**src/rtl/dmem_arbiter_if.sv**
```systemverilog
// Bus bundle between the data-memory arbiter, its two requesters (CPU, DMA) and the memory.
// The slave modport is the arbiter's view; master is the requester/memory side.
interface dmem_arbiter_if #(
  parameter int ADDR_W = 32,
  parameter int DATA_W = 32
);
  logic              cpu_req;
  logic              cpu_we;
  logic [ADDR_W-1:0] cpu_addr;
  logic [DATA_W-1:0] cpu_wdata;
  logic              cpu_stall;
  logic [DATA_W-1:0] cpu_rdata;
  logic              cpu_rvalid;

  logic              dma_req;
  logic              dma_we;
  logic              dma_lock;
  logic [ADDR_W-1:0] dma_addr;
  logic [DATA_W-1:0] dma_wdata;
  logic              dma_gnt;
  logic [DATA_W-1:0] dma_rdata;
  logic              dma_rvalid;

  logic              mem_en;
  logic              mem_we;
  logic [ADDR_W-1:0] mem_addr;
  logic [DATA_W-1:0] mem_wdata;
  logic [DATA_W-1:0] mem_rdata;

  modport slave (
    input  cpu_req, cpu_we, cpu_addr, cpu_wdata,
    output cpu_stall, cpu_rdata, cpu_rvalid,
    input  dma_req, dma_we, dma_lock, dma_addr, dma_wdata,
    output dma_gnt, dma_rdata, dma_rvalid,
    output mem_en, mem_we, mem_addr, mem_wdata,
    input  mem_rdata
  );

  modport master (
    output cpu_req, cpu_we, cpu_addr, cpu_wdata,
    input  cpu_stall, cpu_rdata, cpu_rvalid,
    output dma_req, dma_we, dma_lock, dma_addr, dma_wdata,
    input  dma_gnt, dma_rdata, dma_rvalid,
    input  mem_en, mem_we, mem_addr, mem_wdata,
    output mem_rdata
  );
endinterface

```
**src/rtl/dmem_arbiter.sv**
```systemverilog
// Single-port data-memory arbiter between a CPU and a DMA/loader, with DMA bus locking.
// Define DMEM_ARB_RR_EN for round-robin contention; otherwise the CPU has fixed priority.
module dmem_arbiter #(
  parameter int ADDR_W = 32,
  parameter int DATA_W = 32
) (
  input  logic            clk,
  input  logic            reset,
  dmem_arbiter_if.slave   bus
);

  typedef enum logic [1:0] {
    IDLE     = 2'd0,
    CPU_LAST = 2'd1,
    DMA_LAST = 2'd2,
    DMA_LOCK = 2'd3
  } state_t;

  state_t state;
  state_t stateNext;
  logic   grantCpu;
  logic   grantDma;
  logic   cpuPreferred;
  logic   tagCpu;
  logic   tagDma;

  always_ff @(posedge clk or negedge reset) begin
    if (!reset) state <= IDLE;
    else        state <= stateNext;
  end

  // Grant decision and owner tracking; nothing is granted while reset is held.
  always_comb begin
    grantCpu     = 1'b0;
    grantDma     = 1'b0;
    stateNext    = state;
    cpuPreferred = 1'b1;
`ifdef DMEM_ARB_RR_EN
    cpuPreferred = (state != CPU_LAST);
`endif
    if (!reset) begin
      grantCpu = 1'b0;
      grantDma = 1'b0;
    end else if (state == DMA_LOCK && bus.dma_req && bus.dma_lock) begin
      grantDma = 1'b1;
    end else if (bus.cpu_req && bus.dma_req) begin
      grantCpu = cpuPreferred;
      grantDma = !cpuPreferred;
    end else begin
      grantCpu = bus.cpu_req;
      grantDma = bus.dma_req;
    end

    if (grantDma)               stateNext = bus.dma_lock ? DMA_LOCK : DMA_LAST;
    else if (grantCpu)          stateNext = CPU_LAST;
    else if (state == DMA_LOCK) stateNext = DMA_LAST;
  end

  always_comb begin
    bus.mem_en    = 1'b0;
    bus.mem_we    = 1'b0;
    bus.mem_addr  = {ADDR_W{1'b0}};
    bus.mem_wdata = {DATA_W{1'b0}};
    if (grantCpu) begin
      bus.mem_en    = 1'b1;
      bus.mem_we    = bus.cpu_we;
      bus.mem_addr  = bus.cpu_addr;
      bus.mem_wdata = bus.cpu_wdata;
    end else if (grantDma) begin
      bus.mem_en    = 1'b1;
      bus.mem_we    = bus.dma_we;
      bus.mem_addr  = bus.dma_addr;
      bus.mem_wdata = bus.dma_wdata;
    end
  end

  assign bus.cpu_stall = bus.cpu_req & ~grantCpu;
  assign bus.dma_gnt   = grantDma;

  // Read tag follows the synchronous memory's one-cycle latency to the owning port.
  always_ff @(posedge clk or negedge reset) begin
    if (!reset) begin
      tagCpu <= 1'b0;
      tagDma <= 1'b0;
    end else begin
      tagCpu <= grantCpu & ~bus.cpu_we;
      tagDma <= grantDma & ~bus.dma_we;
    end
  end

  assign bus.cpu_rvalid = tagCpu;
  assign bus.dma_rvalid = tagDma;
  assign bus.cpu_rdata  = tagCpu ? bus.mem_rdata : {DATA_W{1'b0}};
  assign bus.dma_rdata  = tagDma ? bus.mem_rdata : {DATA_W{1'b0}};

endmodule

```
**src/flat_wrapper.sv**
```systemverilog
// flat-port wrapper written by rule: the top's interface ports become plain ports
module dmem_arbiter_flat 
#(
  parameter int ADDR_W = 32,
  parameter int DATA_W = 32
)
  (clk, reset, bus_cpu_req, bus_cpu_we, bus_cpu_addr, bus_cpu_wdata, bus_cpu_stall, bus_cpu_rdata, bus_cpu_rvalid, bus_dma_req, bus_dma_we, bus_dma_lock, bus_dma_addr, bus_dma_wdata, bus_dma_gnt, bus_dma_rdata, bus_dma_rvalid, bus_mem_en, bus_mem_we, bus_mem_addr, bus_mem_wdata, bus_mem_rdata);
  dmem_arbiter_if #(.ADDR_W(ADDR_W), .DATA_W(DATA_W)) bus_i ();
  input  logic clk;
  input  logic reset;
  input wire logic [$bits(bus_i.cpu_req)-1:0] bus_cpu_req;
  input wire logic [$bits(bus_i.cpu_we)-1:0] bus_cpu_we;
  input wire logic [$bits(bus_i.cpu_addr)-1:0] bus_cpu_addr;
  input wire logic [$bits(bus_i.cpu_wdata)-1:0] bus_cpu_wdata;
  output wire logic [$bits(bus_i.cpu_stall)-1:0] bus_cpu_stall;
  output wire logic [$bits(bus_i.cpu_rdata)-1:0] bus_cpu_rdata;
  output wire logic [$bits(bus_i.cpu_rvalid)-1:0] bus_cpu_rvalid;
  input wire logic [$bits(bus_i.dma_req)-1:0] bus_dma_req;
  input wire logic [$bits(bus_i.dma_we)-1:0] bus_dma_we;
  input wire logic [$bits(bus_i.dma_lock)-1:0] bus_dma_lock;
  input wire logic [$bits(bus_i.dma_addr)-1:0] bus_dma_addr;
  input wire logic [$bits(bus_i.dma_wdata)-1:0] bus_dma_wdata;
  output wire logic [$bits(bus_i.dma_gnt)-1:0] bus_dma_gnt;
  output wire logic [$bits(bus_i.dma_rdata)-1:0] bus_dma_rdata;
  output wire logic [$bits(bus_i.dma_rvalid)-1:0] bus_dma_rvalid;
  output wire logic [$bits(bus_i.mem_en)-1:0] bus_mem_en;
  output wire logic [$bits(bus_i.mem_we)-1:0] bus_mem_we;
  output wire logic [$bits(bus_i.mem_addr)-1:0] bus_mem_addr;
  output wire logic [$bits(bus_i.mem_wdata)-1:0] bus_mem_wdata;
  input wire logic [$bits(bus_i.mem_rdata)-1:0] bus_mem_rdata;
  assign bus_i.cpu_req = bus_cpu_req;
  assign bus_i.cpu_we = bus_cpu_we;
  assign bus_i.cpu_addr = bus_cpu_addr;
  assign bus_i.cpu_wdata = bus_cpu_wdata;
  assign bus_cpu_stall = bus_i.cpu_stall;
  assign bus_cpu_rdata = bus_i.cpu_rdata;
  assign bus_cpu_rvalid = bus_i.cpu_rvalid;
  assign bus_i.dma_req = bus_dma_req;
  assign bus_i.dma_we = bus_dma_we;
  assign bus_i.dma_lock = bus_dma_lock;
  assign bus_i.dma_addr = bus_dma_addr;
  assign bus_i.dma_wdata = bus_dma_wdata;
  assign bus_dma_gnt = bus_i.dma_gnt;
  assign bus_dma_rdata = bus_i.dma_rdata;
  assign bus_dma_rvalid = bus_i.dma_rvalid;
  assign bus_mem_en = bus_i.mem_en;
  assign bus_mem_we = bus_i.mem_we;
  assign bus_mem_addr = bus_i.mem_addr;
  assign bus_mem_wdata = bus_i.mem_wdata;
  assign bus_i.mem_rdata = bus_mem_rdata;
  dmem_arbiter #(.ADDR_W(ADDR_W), .DATA_W(DATA_W)) u_core (.clk(clk), .reset(reset), .bus(bus_i));
endmodule
```
**config.mk**
```make
export PLATFORM = sky130hd
export DESIGN_NAME = dmem_arbiter_flat
export DESIGN_NICKNAME = d
export VERILOG_FILES = /design/src/rtl/dmem_arbiter_if.sv /design/src/rtl/dmem_arbiter.sv /design/src/flat_wrapper.sv
export SDC_FILE = /design/constraint.sdc
export NUM_CORES = 1
export LEC_CHECK = 0
export BUFFER_PORTS_ARGS = -buffer_cell sky130_fd_sc_hd__buf_2
export CORE_AREA = 5 5 115 117
export CTS_BUF_LIST = sky130_fd_sc_hd__clkbuf_8
export CTS_CLUSTER_SIZE = 8
export DETAILED_ROUTE_END_ITERATION = 16
export DIE_AREA = 0 0 120 122
export PLACE_DENSITY = 0.5
export SYNTH_ARGS = -nofsm -noshare
export SYNTH_HDL_FRONTEND = slang
export SYNTH_SLANG_ARGS = --single-unit
export TNS_END_PERCENT = 20
```
**constraint.sdc**
```tcl
create_clock -name clk -period 1.68 [get_ports clk]
set_input_delay 0.336 -clock clk [delete_from_list [all_inputs] [get_ports clk]]
set_output_delay 0.336 -clock clk [all_outputs]
set_load 0.02 [all_outputs]
```
# == Word level (Yosys, flattened, before mapping) ==
# Cells that the tools add are included.
# word_totals
input_bits,167
out_inout_bits,134
elab_cells,34
register_bits,4
# op_classes
bitwise,6
eq_ne,1
n_reduce_logical,4
muxes,20
# ops
op,count
$mux W32,6
$mux W1,11
$mux W2,3
$and A1 B1 Y1,3
$logic_and A1 B1 Y1,3
$not A1 Y1,3
$reduce_bool A3 Y1,1
$eq A2 B2 Y1 const B,1

# == Logic depth before layout (Yosys ltp) ==
# Gate-level depths: netlist of run 1.
# logic_depth
depth_word,7
depth_mapped,5
ltp_nobuf,3

# == Least setup slack after synthesis of run 1 ==
# No wires, ideal clock.
# synth_path
kind,register -> output
start,register u_core.state[1]
end,output port bus_mem_addr[21]
required_ns,1.344
stages_incl_launch_ff,5
n_path_buf,1
arrival_ns,1.218
path_slack_ns,0.126
path_cell_list,dfrtp_1 nand3_1 a21oi_2 buf_2 a22o_1
# synth_between
elab_chain_cells,7
word_cells_on_any_way,9
classes_between,1 x eq/ne; 6 x mux; 2 x reduce/logical
# synth_rtl
element,line_no,text
"start, declared",dmem_arbiter.sv:19,state_t state;
"start signal, assigned",dmem_arbiter.sv:29,else state <= stateNext;
$eq A2 B2 Y1,dmem_arbiter.sv:44,end else if (state == DMA_LOCK && bus.dma_req && bus.dma_lock) begin
$logic_and A1 B1 Y1 (2 in a row),dmem_arbiter.sv:44,
$mux W1,dmem_arbiter.sv:44,
$mux W1,dmem_arbiter.sv:41,if (!reset) begin
via bus_dma_gnt,flat_wrapper.sv:23,output wire logic [$bits(bus_i.dma_gnt)-1:0] bus_dma_gnt;
$mux W32,dmem_arbiter.sv:69,end else if (grantDma) begin
$mux W32,dmem_arbiter.sv:64,if (grantCpu) begin
"end, declared",flat_wrapper.sv:28,output wire logic [$bits(bus_i.mem_addr)-1:0] bus_mem_addr;
# The timed path passes the listed nets, and every way through them passes these cells.

# == Worst setup path after layout of run 1 ==
# layout_path
start,register u_core.state[1]
end,output port bus_mem_wdata[28]
# layout_between
elab_chain_cells,7
word_cells_on_any_way,9
classes_between,1 x eq/ne; 6 x mux; 2 x reduce/logical
# layout_rtl
element,line_no,text
$eq A2 B2 Y1 (*),dmem_arbiter.sv:44,
$logic_and A1 B1 Y1 (*) (2 in a row),dmem_arbiter.sv:44,
$mux W1,dmem_arbiter.sv:44,
$mux W1,dmem_arbiter.sv:41,
$mux W32,dmem_arbiter.sv:69,
$mux W32 (*),dmem_arbiter.sv:64,
"end, declared",flat_wrapper.sv:29,output wire logic [$bits(bus_i.mem_wdata)-1:0] bus_mem_wdata;
# Mark *: on every way between the ends. The rest lies on a longest branch, timed or not.

==> results of run 1 <==
[metrics by stage]
step                instance area (sq um)  std cells  TNS (ns)
finish                               3740        628    -12.92
global placement                     2980        610     -4.80
global route                         3740        628    -18.35
floorplan                            1320        170         0
detailed placement                   2980        610     -6.73
CTS                                  3460        621    -15.22
[sequential cells by signal (all words and copies together) (netlist names)]
register,count
u_core.bus.dma_rvalid,1
u_core.bus.cpu_rvalid,1
u_core.state,2
[power groups by stage]
stage | sequential, mW | combinational, mW | clock [mW]
2_1_floorplan | 0.117 | 0.427 | 0
3_3_place_gp | 0.115 | 0.834 | 0
3_5_place_dp | 0.115 | 0.839 | 0
4_1_cts | 0.115 | 1.00 | 0.211
5_1_grt | 0.117 | 1.16 | 0.216
6_report | 0.115 | 1.09 | 0.201
[per-layer routing]
layer,track usage,vias to the layer above,share of wire
met1,0.123,1217,0.34
met2,0.259,196,0.55
met5,0,-,0
met4,0.0251,0,0.015
met3,0.0292,8,0.097
li1,-,1251,-
[cells by family after synthesis]
| kind of cell | share of synthesized area |
|---|---|
| and+or+nand+nor | 0.350 |
| AOI/OAI and AO/OA | 0.468 |
| buffers and inverters | 0.106 |
| DFF | 0.0760 |
[how the worst max path moves through the flow]
stage	from	end	slack, ns
after global placement	bus_dma_lock	bus_mem_wdata[28]	-0.20
after CTS	u_core.state[1]	bus_mem_wdata[1]	-0.28
final	u_core.state[1]	bus_mem_wdata[28]	-0.23
after floorplan	u_core.state[1]	bus_mem_addr[21]	0.13
after detailed placement	bus_dma_lock	bus_mem_wdata[28]	-0.22
after global routing	u_core.state[1]	bus_mem_addr[27]	-0.31
[cell usage in the layout, fill, tap and decap left out, drive strengths merged, types with 2 or more instances in the layout]
| cell type | instances |
|---|---|
| buf | 321 |
| dfrtp | 4 |
| nor2b | 4 |
| and2 | 64 |
| a22o | 66 |
| clkbuf | 7 |
| nand2 | 2 |
[worst reg2reg max path: cells and delay by family, from the launching register on]
family	cells	cell delay (ns)
buf+inv	3	0.37
flops	1	0.38
compound gates	1	0.23
simple gates	2	0.23
[what timing repair did]
action / in CTS / in global routing
pin swaps: 8 / 44
setup buffers: 4 / 5
gates resized for setup: 83 / 56
endpoints found under the setup margin: 67 / 67
cloned: 4 / 4
[layout make-up]
cell class	instances	area, sq um	area share
timing repair buffer	325	2260	0.604
clock buffer	3	41.3	0.0110
tap	150	188	0.0502
multi-input combinational	145	1150	0.307
sequential	4	100	0.0268
inverter	1	3.75	0.00100
==> results.yml, run 1 <==
cts:
  htree_num_levels: 1
  path_clk_slew_ns: 0.03
  clockBufferDepth: 2
  clock_latency_ns: 0.21
  cts_root_buf: "clkbuf_8"
  cts_tree: "done"
  hold_buffers: 0
  clock-sinks: 4
  cts_buffers: 3
worst_setup_path:
  crit_type: "reg2out"
  crit_chain: "nand4_1 -> nor2b_4 -> buf_12 -> clkbuf_16 -> a22o_4 -> buf_6"
  r2r_end: "u_core.bus.dma_rvalid"
  r2r-start: "u_core.state[1]"
  reg2reg_depth: 6
  critPathLaunchType: "register"
  critPathTopFamily: "buffers and inverters"
  cp-end-kind: "output port"
  worstPathArrival_ns: 1.58
  crit_fanout: 10
  cp.buffers_inverters: 3
  rrSetupSlack_ns: 0.39
  slowest_stage: "dfrtp_1"
  crit_required_ns: 1.34
  path_depth: 6
  critical_path.max_stage_delay_ns: 0.38
synth:
  synth_top_area_frac: 0.439
  ys_ff_latch: 4
  avgSynthCellArea_sq_um: 7.74
  yosysSeqAreaShare: 0.0760
  async_flop_share: 1.00
  synth_top_cell_by_area: "a22o_1"
  dominantRegCellSynth: "dfrtp_1"
  synth_cells: 170
  yosysWarnings: 0
  yosys-top-cells-count: "66 x a22o_1, 64 x and2_1, 7 x buf_2, 7 x buf_6, 6 x clkbuf_1"
  synth_cell_types: 19
  synth_edf_count: 0
  netlist_top_cells_area: "a22o_1 44%, and2_1 30%, dfrtp_1 7.6%"
  syn-cell-area_sq_um: 1320
  syn-num-nets: 337
  yosysMostFrequentCell: "a22o_1"
timing:
  hold_slack_ns: 0.0500
  finClkSkew_ns: 0.00126
  tightest_slew_ns: 0.234
  slew_viol_final: 0
  setup_viol: 67
  max_freq_ghz: 0.523
  finalCritPeriodShare: 1.14
  min_period_ns: 1.91
  rsz0062_at_grt: "true"
  worst_slack_ns: -0.233
  maxSlewHeadroom: 0.844
  hold_violations: 0
die:
  die_area_sq_um: 14600
  io_pins: 301
  core_sq_um: 12300
  initial_core_util: 0.107
  rows: 41
  dieWidth_um: 120
  die_y_um: 122
layout:
  finish.utilization: 0.305
  fillers: 1269
  drive_gt1_frac: 0.707
  diodes: 0
  area_growth_pct: 184
  nets: 647
pwr:
  power_density_nw_per_um2: 375
  p_leak_nw: 2.19
  internal_power_mw: 0.828
  total_power_mw: 1.40
  peakVddDrop_v: 0.000141
  clkPwrFrac: 0.143
  power_frac_comb: 0.775
  p_switching_mw: 0.575
  p_seq_frac: 0.082
  sw_frac_of_total: 0.410
routing:
  ant_nets: 0
  routedWlPerCell_um: 17.4
  drt-vias-per-instance: 4.25
  totalWireLength_um: 10900
  via_count: 2672
  drc: 0
  drt_iter0_markers: 45
  first_pass_iters: 4
place:
  place_congestion: 0.775
  port-buffer-count: 300
  hpwlAfterDp_um: 8280
  place_ws_ns: -0.217
global_routing:
  grt_max_degree: 34
  grt_usage: 0.124
  antenna_found_initial: 0
  grt.overflow.total: 0
  grt_pass1_vias: 2684
  grt_pass1_wl_um: 14300
run:
  maxCapViolations: 0
worst_hold_path:
  hold_class: "in2async"
outcome:
  status: "finished with violations"
  violations: "setup timing"
Power figures use the tool's default switching activity.
==> run 2, diff against run 1 <==
--- a/config.mk
+++ b/config.mk
@@ -5,7 +5,7 @@
 export SDC_FILE = /design/constraint.sdc
 export NUM_CORES = 1
 export LEC_CHECK = 0
-export BUFFER_PORTS_ARGS = -buffer_cell sky130_fd_sc_hd__buf_2
+export BUFFER_PORTS_ARGS = -buffer_cell sky130_fd_sc_hd__clkbuf_2
 export CORE_AREA = 5 5 115 117
 export CTS_BUF_LIST = sky130_fd_sc_hd__clkbuf_8
 export CTS_CLUSTER_SIZE = 8
==> run 2 against run 1 <==
- the flow still finishes with violations (setup timing)
- highest routed layer unchanged
- core utilization grew 2.0 points
- critical path depth unchanged
- sequential power barely moved
- largest cell class unchanged
- clock-buffer cell count unchanged
==> results.yml, run 2 (synthesized netlist as in run 1, its figures left out) <==
die:
  io_pins: 301
  die_y_um: 122
  rows: 41
  initial_core_util: 0.107
  dieWidth_um: 120
  core_sq_um: 12300
  die_area_sq_um: 14600
timing:
  rsz0062_at_grt: "true"
  tightest_slew_ns: 0.240
  setup_viol: 67
  max_freq_ghz: 0.525
  finClkSkew_ns: 0.00114
  finalCritPeriodShare: 1.13
  hold_violations: 0
  min_period_ns: 1.90
  worst_slack_ns: -0.225
  maxSlewHeadroom: 0.840
  slew_viol_final: 0
layout:
  area_growth_pct: 203
  diodes: 0
  multi_input_area_sq_um: 1150
  layout_commonest_cell: "clkbuf_2"
  fin_cells: 628
  drive_gt1_frac: 0.707
  regMostFlops: "u_core.state"
  largest_reg_flops: 2
  seq_area_sq_um: 100
  final_cell_mix: "233 x clkbuf_2, 64 x and2_1, 61 x clkbuf_8"
  fillers: 1239
  nets: 647
pwr:
  p_leak_nw: 2.25
  power_density_nw_per_um2: 368
  total_power_mw: 1.46
  peakVddDrop_v: 0.000150
worst_setup_path:
  crit_fanout: 22
  r2r_end: "u_core.bus.cpu_rvalid"
  crit_end: "bus_mem_wdata[30]"
  rrSetupSlack_ns: 0.42
  crit_chain: "nand4_1 -> nor2b_4 -> buf_12 -> buf_12 -> a22o_4 -> clkbuf_8"
  crit_required_ns: 1.34
  slowest_stage: "dfrtp_1"
  startpoint: "u_core.state[1]"
  critical_path.max_stage_delay_ns: 0.38
  r2r-start: "u_core.state[0]"
  cpMostUsedCell: "buf_12"
  crit_type: "reg2out"
  cp-end-kind: "output port"
  reg2reg_depth: 5
  critPathLaunchType: "register"
  worstPathArrival_ns: 1.57
place:
  place_inst: 611
  hpwlAfterDp_um: 8370
  place_congestion: 0.781
  port-buffer-count: 300
cts:
  cts_buffers: 3
  clock_latency_ns: 0.21
  cts_tree: "done"
  cts_root_buf: "clkbuf_8"
  clockBufferDepth: 2
  htree_num_levels: 1
  path_clk_slew_ns: 0.03
  hold_buffers: 0
  clock-sinks: 4
routing:
  ant_nets: 0
  routedWlPerCell_um: 18.3
  via_count: 2690
  totalWireLength_um: 11500
  drt_iter0_markers: 59
  drc: 0
  first_pass_iters: 4
  drt-vias-per-instance: 4.28
global_routing:
  grt_pass1_vias: 2763
  use_met3: 0.0353
  use_met2: 0.267
  grt_pass1_wl_um: 15300
  antenna_found_initial: 0
  grt_max_degree: 34
  gr-max-usage-layer: "met2"
  grt_usage: 0.135
  use_met1: 0.131
  grt.overflow.total: 0
worst_hold_path:
  hold_class: "in2async"
outcome:
  status: "finished with violations"
  violations: "setup timing"
run:
  maxCapViolations: 0
-- run 2: area by class of cell --
cell class              instances  share of cell area
repair buffers                325               0.628
multi-input cells             145               0.288
well taps                     150              0.0471
flip-flops and latches          4              0.0251
clock buffers                   3              0.0104
inverters                       1            0.000942
-- run 2: metal layers --
metal	vias to the layer above	share of wire
li1	1257	-
met5	-	0
met1	1203	0.33
met3	18	0.099
met4	0	0.038
met2	212	0.53
-- run 2: critical path: cells and delay by family, from the launching register on --
family,cells,cell delay (ns)
AOI/OAI and AO/OA,1,0.25
buffers and inverters,3,0.44
DFF,1,0.38
and+or+nand+nor,2,0.27
-- run 2: worst min-delay path by stage --
stage	startpoint	endpoint	slack, ns	cells past startpoint
floorplan	reset	u_core.bus.cpu_rvalid	0.04	0
global placement	reset	u_core.state[0]	0.29	2
finish	reset	u_core.state[0]	0.07	2
global route	reset	u_core.state[0]	0.08	2
detailed placement	reset	u_core.state[0]	0.30	2
CTS	reset	u_core.state[0]	0.07	2
-- run 2: per-stage QoR --
step	utilization	area (sq um)	setup WS, ns	hold slack (ns)	TNS (ns)
4_1_cts	0.313	3840	-0.289	0.0665	-15.59
5_1_grt	0.325	3980	-0.302	0.0799	-18.31
3_3_place_gp	0.244	2990	-0.219	0.294	-6.16
6_report	0.325	3980	-0.225	0.0685	-12.87
2_1_floorplan	-	1320	0.126	0.0404	0
3_5_place_dp	0.244	2990	-0.234	0.297	-7.58
-- run 2: where the power goes --
| group | total, mW | internal, mW | leakage [nW] | switching [mW] |
|---|---|---|---|---|
| clock | 0.200 | 0.153 | 0.0216 | 0.0478 |
| sequential | 0.115 | 0.107 | 0.0507 | 0.00826 |
| combinational | 1.15 | 0.618 | 2.18 | 0.531 |
-- run 2: what timing repair did --
item / in CTS / in global routing
pin swaps: 31 / 34
cloned: 6 / 4
gates resized for setup: 138 / 21
endpoints found under the setup margin: 67 / 67
setup buffers: 4 / 2
==> run 3, diff against run 2 <==
--- a/config.mk
+++ b/config.mk
@@ -5,13 +5,14 @@
 export SDC_FILE = /design/constraint.sdc
 export NUM_CORES = 1
 export LEC_CHECK = 0
+export ABC_AREA = 1
 export BUFFER_PORTS_ARGS = -buffer_cell sky130_fd_sc_hd__clkbuf_2
 export CORE_AREA = 5 5 115 117
 export CTS_BUF_LIST = sky130_fd_sc_hd__clkbuf_8
 export CTS_CLUSTER_SIZE = 8
 export DETAILED_ROUTE_END_ITERATION = 16
 export DIE_AREA = 0 0 120 122
-export PLACE_DENSITY = 0.5
+export PLACE_DENSITY = 0.53
 export SYNTH_ARGS = -nofsm -noshare
 export SYNTH_HDL_FRONTEND = slang
 export SYNTH_SLANG_ARGS = --single-unit
==> run 3 against run 2 <==
- the run still ends with setup timing left
- routed wire length fell by 1.7%
- via count rose by 24%
- sequential power barely moved
- clock-buffer cell count did not move
- die area did not move
- design area rose by 7.6%
- area after synthesis rose by 26%
- synthesized cell count rose by 120%
- non-clock buffer count rose by 2
- first-iteration DRC count rose by 140%
- global-route usage fell by 0.78 points
- critical path type unchanged
==> results.yml, run 3 <==
synth:
  netlist_top_cells_area: "nand2_1 46%, nand3_1 20%, inv_1 15%"
  syn-cell-area_sq_um: 1650
  avgSynthCellArea_sq_um: 4.38
  dominantRegCellSynth: "dfrtp_1"
  async_flop_share: 1.00
  yosysWarnings: 0
  synth_cells: 378
  ys_ff_latch: 4
  yosys-top-cells-count: "201 x nand2_1, 68 x inv_1, 67 x nand3_1"
  yosysMostFrequentCell: "nand2_1"
  synth_top_cell_by_area: "nand2_1"
  synth_edf_count: 0
  yosysSeqAreaShare: 0.0605
  syn-num-nets: 545
  synth_cell_types: 14
  synth_top_area_frac: 0.456
worst_setup_path:
  critPathLaunchType: "register"
  crit_chain: "nand2_2 -> buf_6 -> o21ai_4 -> buf_12 -> buf_8 -> clkbuf_16 -> nand3_2 -> nand2_2 -> buf_6"
  critPathTopFamily: "buffers and inverters"
  crit_type: "reg2out"
  cp.buffers_inverters: 5
  critical_path.max_stage_delay_ns: 0.36
  slowest_stage: "dfrtp_1"
  crit_fanout: 6
  worstPathArrival_ns: 1.64
  crit_required_ns: 1.34
  cp-end-kind: "output port"
pwr:
  p_seq_frac: 0.076
  p_switching_mw: 0.659
  power_density_nw_per_um2: 350
  internal_power_mw: 0.842
  power_frac_comb: 0.790
  p_leak_nw: 3.00
  clkPwrFrac: 0.134
  peakVddDrop_v: 0.000112
  sw_frac_of_total: 0.439
layout:
  fin_area_sq_um: 4290
  drive_gt1_frac: 0.528
  area_growth_pct: 159
  fillers: 1360
  multi_input_area_sq_um: 1250
  final_cell_mix: "233 x clkbuf_2, 188 x nand2_1, 67 x inv_1"
  nets: 849
  largest_reg_flops: 2
  diodes: 0
  regMostFlops: "u_core.state"
  layout_commonest_cell: "clkbuf_2"
  seq_area_sq_um: 100
run:
  maxCapViolations: 0
routing:
  drt-vias-per-instance: 4.02
  totalWireLength_um: 11300
  drt_iter0_markers: 139
  first_pass_iters: 6
  routedWlPerCell_um: 13.6
  ant_nets: 0
  drc: 0
  via_count: 3336
die:
  io_pins: 301
  rows: 41
  initial_core_util: 0.135
  core_sq_um: 12300
  dieWidth_um: 120
  die_area_sq_um: 14600
  die_y_um: 122
place:
  hpwlAfterDp_um: 8150
  place_ws_ns: -0.0965
  place_area_sq_um: 3380
  port-buffer-count: 300
  place_congestion: 0.856
outcome:
  status: "finished with violations"
  violations: "setup timing"
timing:
  rsz0062_at_grt: "true"
  tightest_slew_ns: 0.269
  finalCritPeriodShare: 1.17
  setup_viol: 67
  slew_viol_final: 0
  setup_tns_ns: -13.46
  hold_violations: 0
  min_period_ns: 1.97
  maxSlewHeadroom: 0.821
  max_freq_ghz: 0.507
  worst_slack_ns: -0.294
  finClkSkew_ns: 0.00163
cts:
  path_clk_slew_ns: 0.03
  cts_tree: "done"
  clock_latency_ns: 0.21
  htree_num_levels: 1
  clockBufferDepth: 2
  cts_root_buf: "clkbuf_8"
  clock-sinks: 4
  cts_buffers: 3
global_routing:
  grt_pass1_wl_um: 15300
  grt_max_degree: 55
  grt_usage: 0.127
  grt_pass1_vias: 3163
  grt.overflow.total: 0
  antenna_found_initial: 0
worst_hold_path:
  hold_class: "in2async"
## run 3: cell types whose count changed in the layout (fill, tap and decap cells not counted), moves of 13 or more
cell and delta:
and2_1 -64, inv_1 +66, buf_6 +13, nand2_1 +186, nand3_1 +55, a22o_1 -60
nand2_2 +13
## run 3: kinds of logic (layout without fill, tap and decap cells)
kind of cell | after synthesis | after routing | synth area share
AOI/OAI and AO/OA | 2 | 2 | 0.00832
buffers and inverters | 97 | 399 | 0.253
DFF | 4 | 4 | 0.0605
and+or+nand+nor | 275 | 275 | 0.679
## run 3: power groups by stage
stage | sequential, mW | combinational (mW) | clock, mW
finish | 0.114 | 1.19 | 0.201
global route | 0.115 | 1.27 | 0.211
CTS | 0.113 | 1.09 | 0.203
detailed placement | 0.114 | 0.881 | 0
global placement | 0.114 | 0.886 | 0
floorplan | 0.116 | 0.447 | 0
## run 3: cell type report
| class | count | area share |
|---|---|---|
| Tap cell | 150 | 0.0438 |
| Multi-Input combinational cell | 277 | 0.292 |
| Clock buffer | 3 | 0.00964 |
| Timing Repair Buffer | 327 | 0.571 |
| Inverter | 69 | 0.0604 |
| Sequential cell | 4 | 0.0234 |
## run 3: metrics by stage
step                      std cells  utilization  hold slack, ns  power [mW]
after global placement          814        0.276           0.434        1.00
after floorplan                 378            -          0.0404       0.563
after CTS                       826        0.328           0.206        1.41
after detailed placement        814        0.276           0.427       0.995
after global routing            830        0.350           0.255        1.60
final                           830        0.350           0.228        1.50
## run 3: worst reg2reg max path: cells and delay by family (launching register included)
kind / cells / cell delay, ns
flops: 1 / 0.36
simple gates: 4 / 0.27
compound gates: 1 / 0.16
buf+inv: 4 / 0.57
## run 3: routing by layer
layer	GRT usage	vias to the layer above	wire (um)
met2	0.246	198	5920
met4	0.0272	0	130
met5	0	-	0
li1	-	1719	-
met3	0.0344	12	1100
met1	0.138	1407	4140
## run 3: what timing repair did
action,4_1_cts,5_1_grt
cloned,3,4
resized for setup,116,70
pin swaps,29,28
setup buffers,6,2
setup endpoints to repair,68,68
hold buffers,0,0
## run 3: path summary, 6_finish.rpt
path                                       from                     to  slack, ns  depth (start not counted)
worst max-delay path            u_core.state[1]       bus_mem_addr[24]      -0.29                          9
worst min-delay path                      reset        u_core.state[0]       0.23                          3
worst max register to register  u_core.state[1]        u_core.state[0]       0.21                          9
worst min register to register  u_core.state[0]        u_core.state[0]       0.62                          4
max in group asynchronous                 reset  u_core.bus.dma_rvalid       1.23                          3
min in group clk                     bus_dma_we  u_core.bus.dma_rvalid       0.32                          2
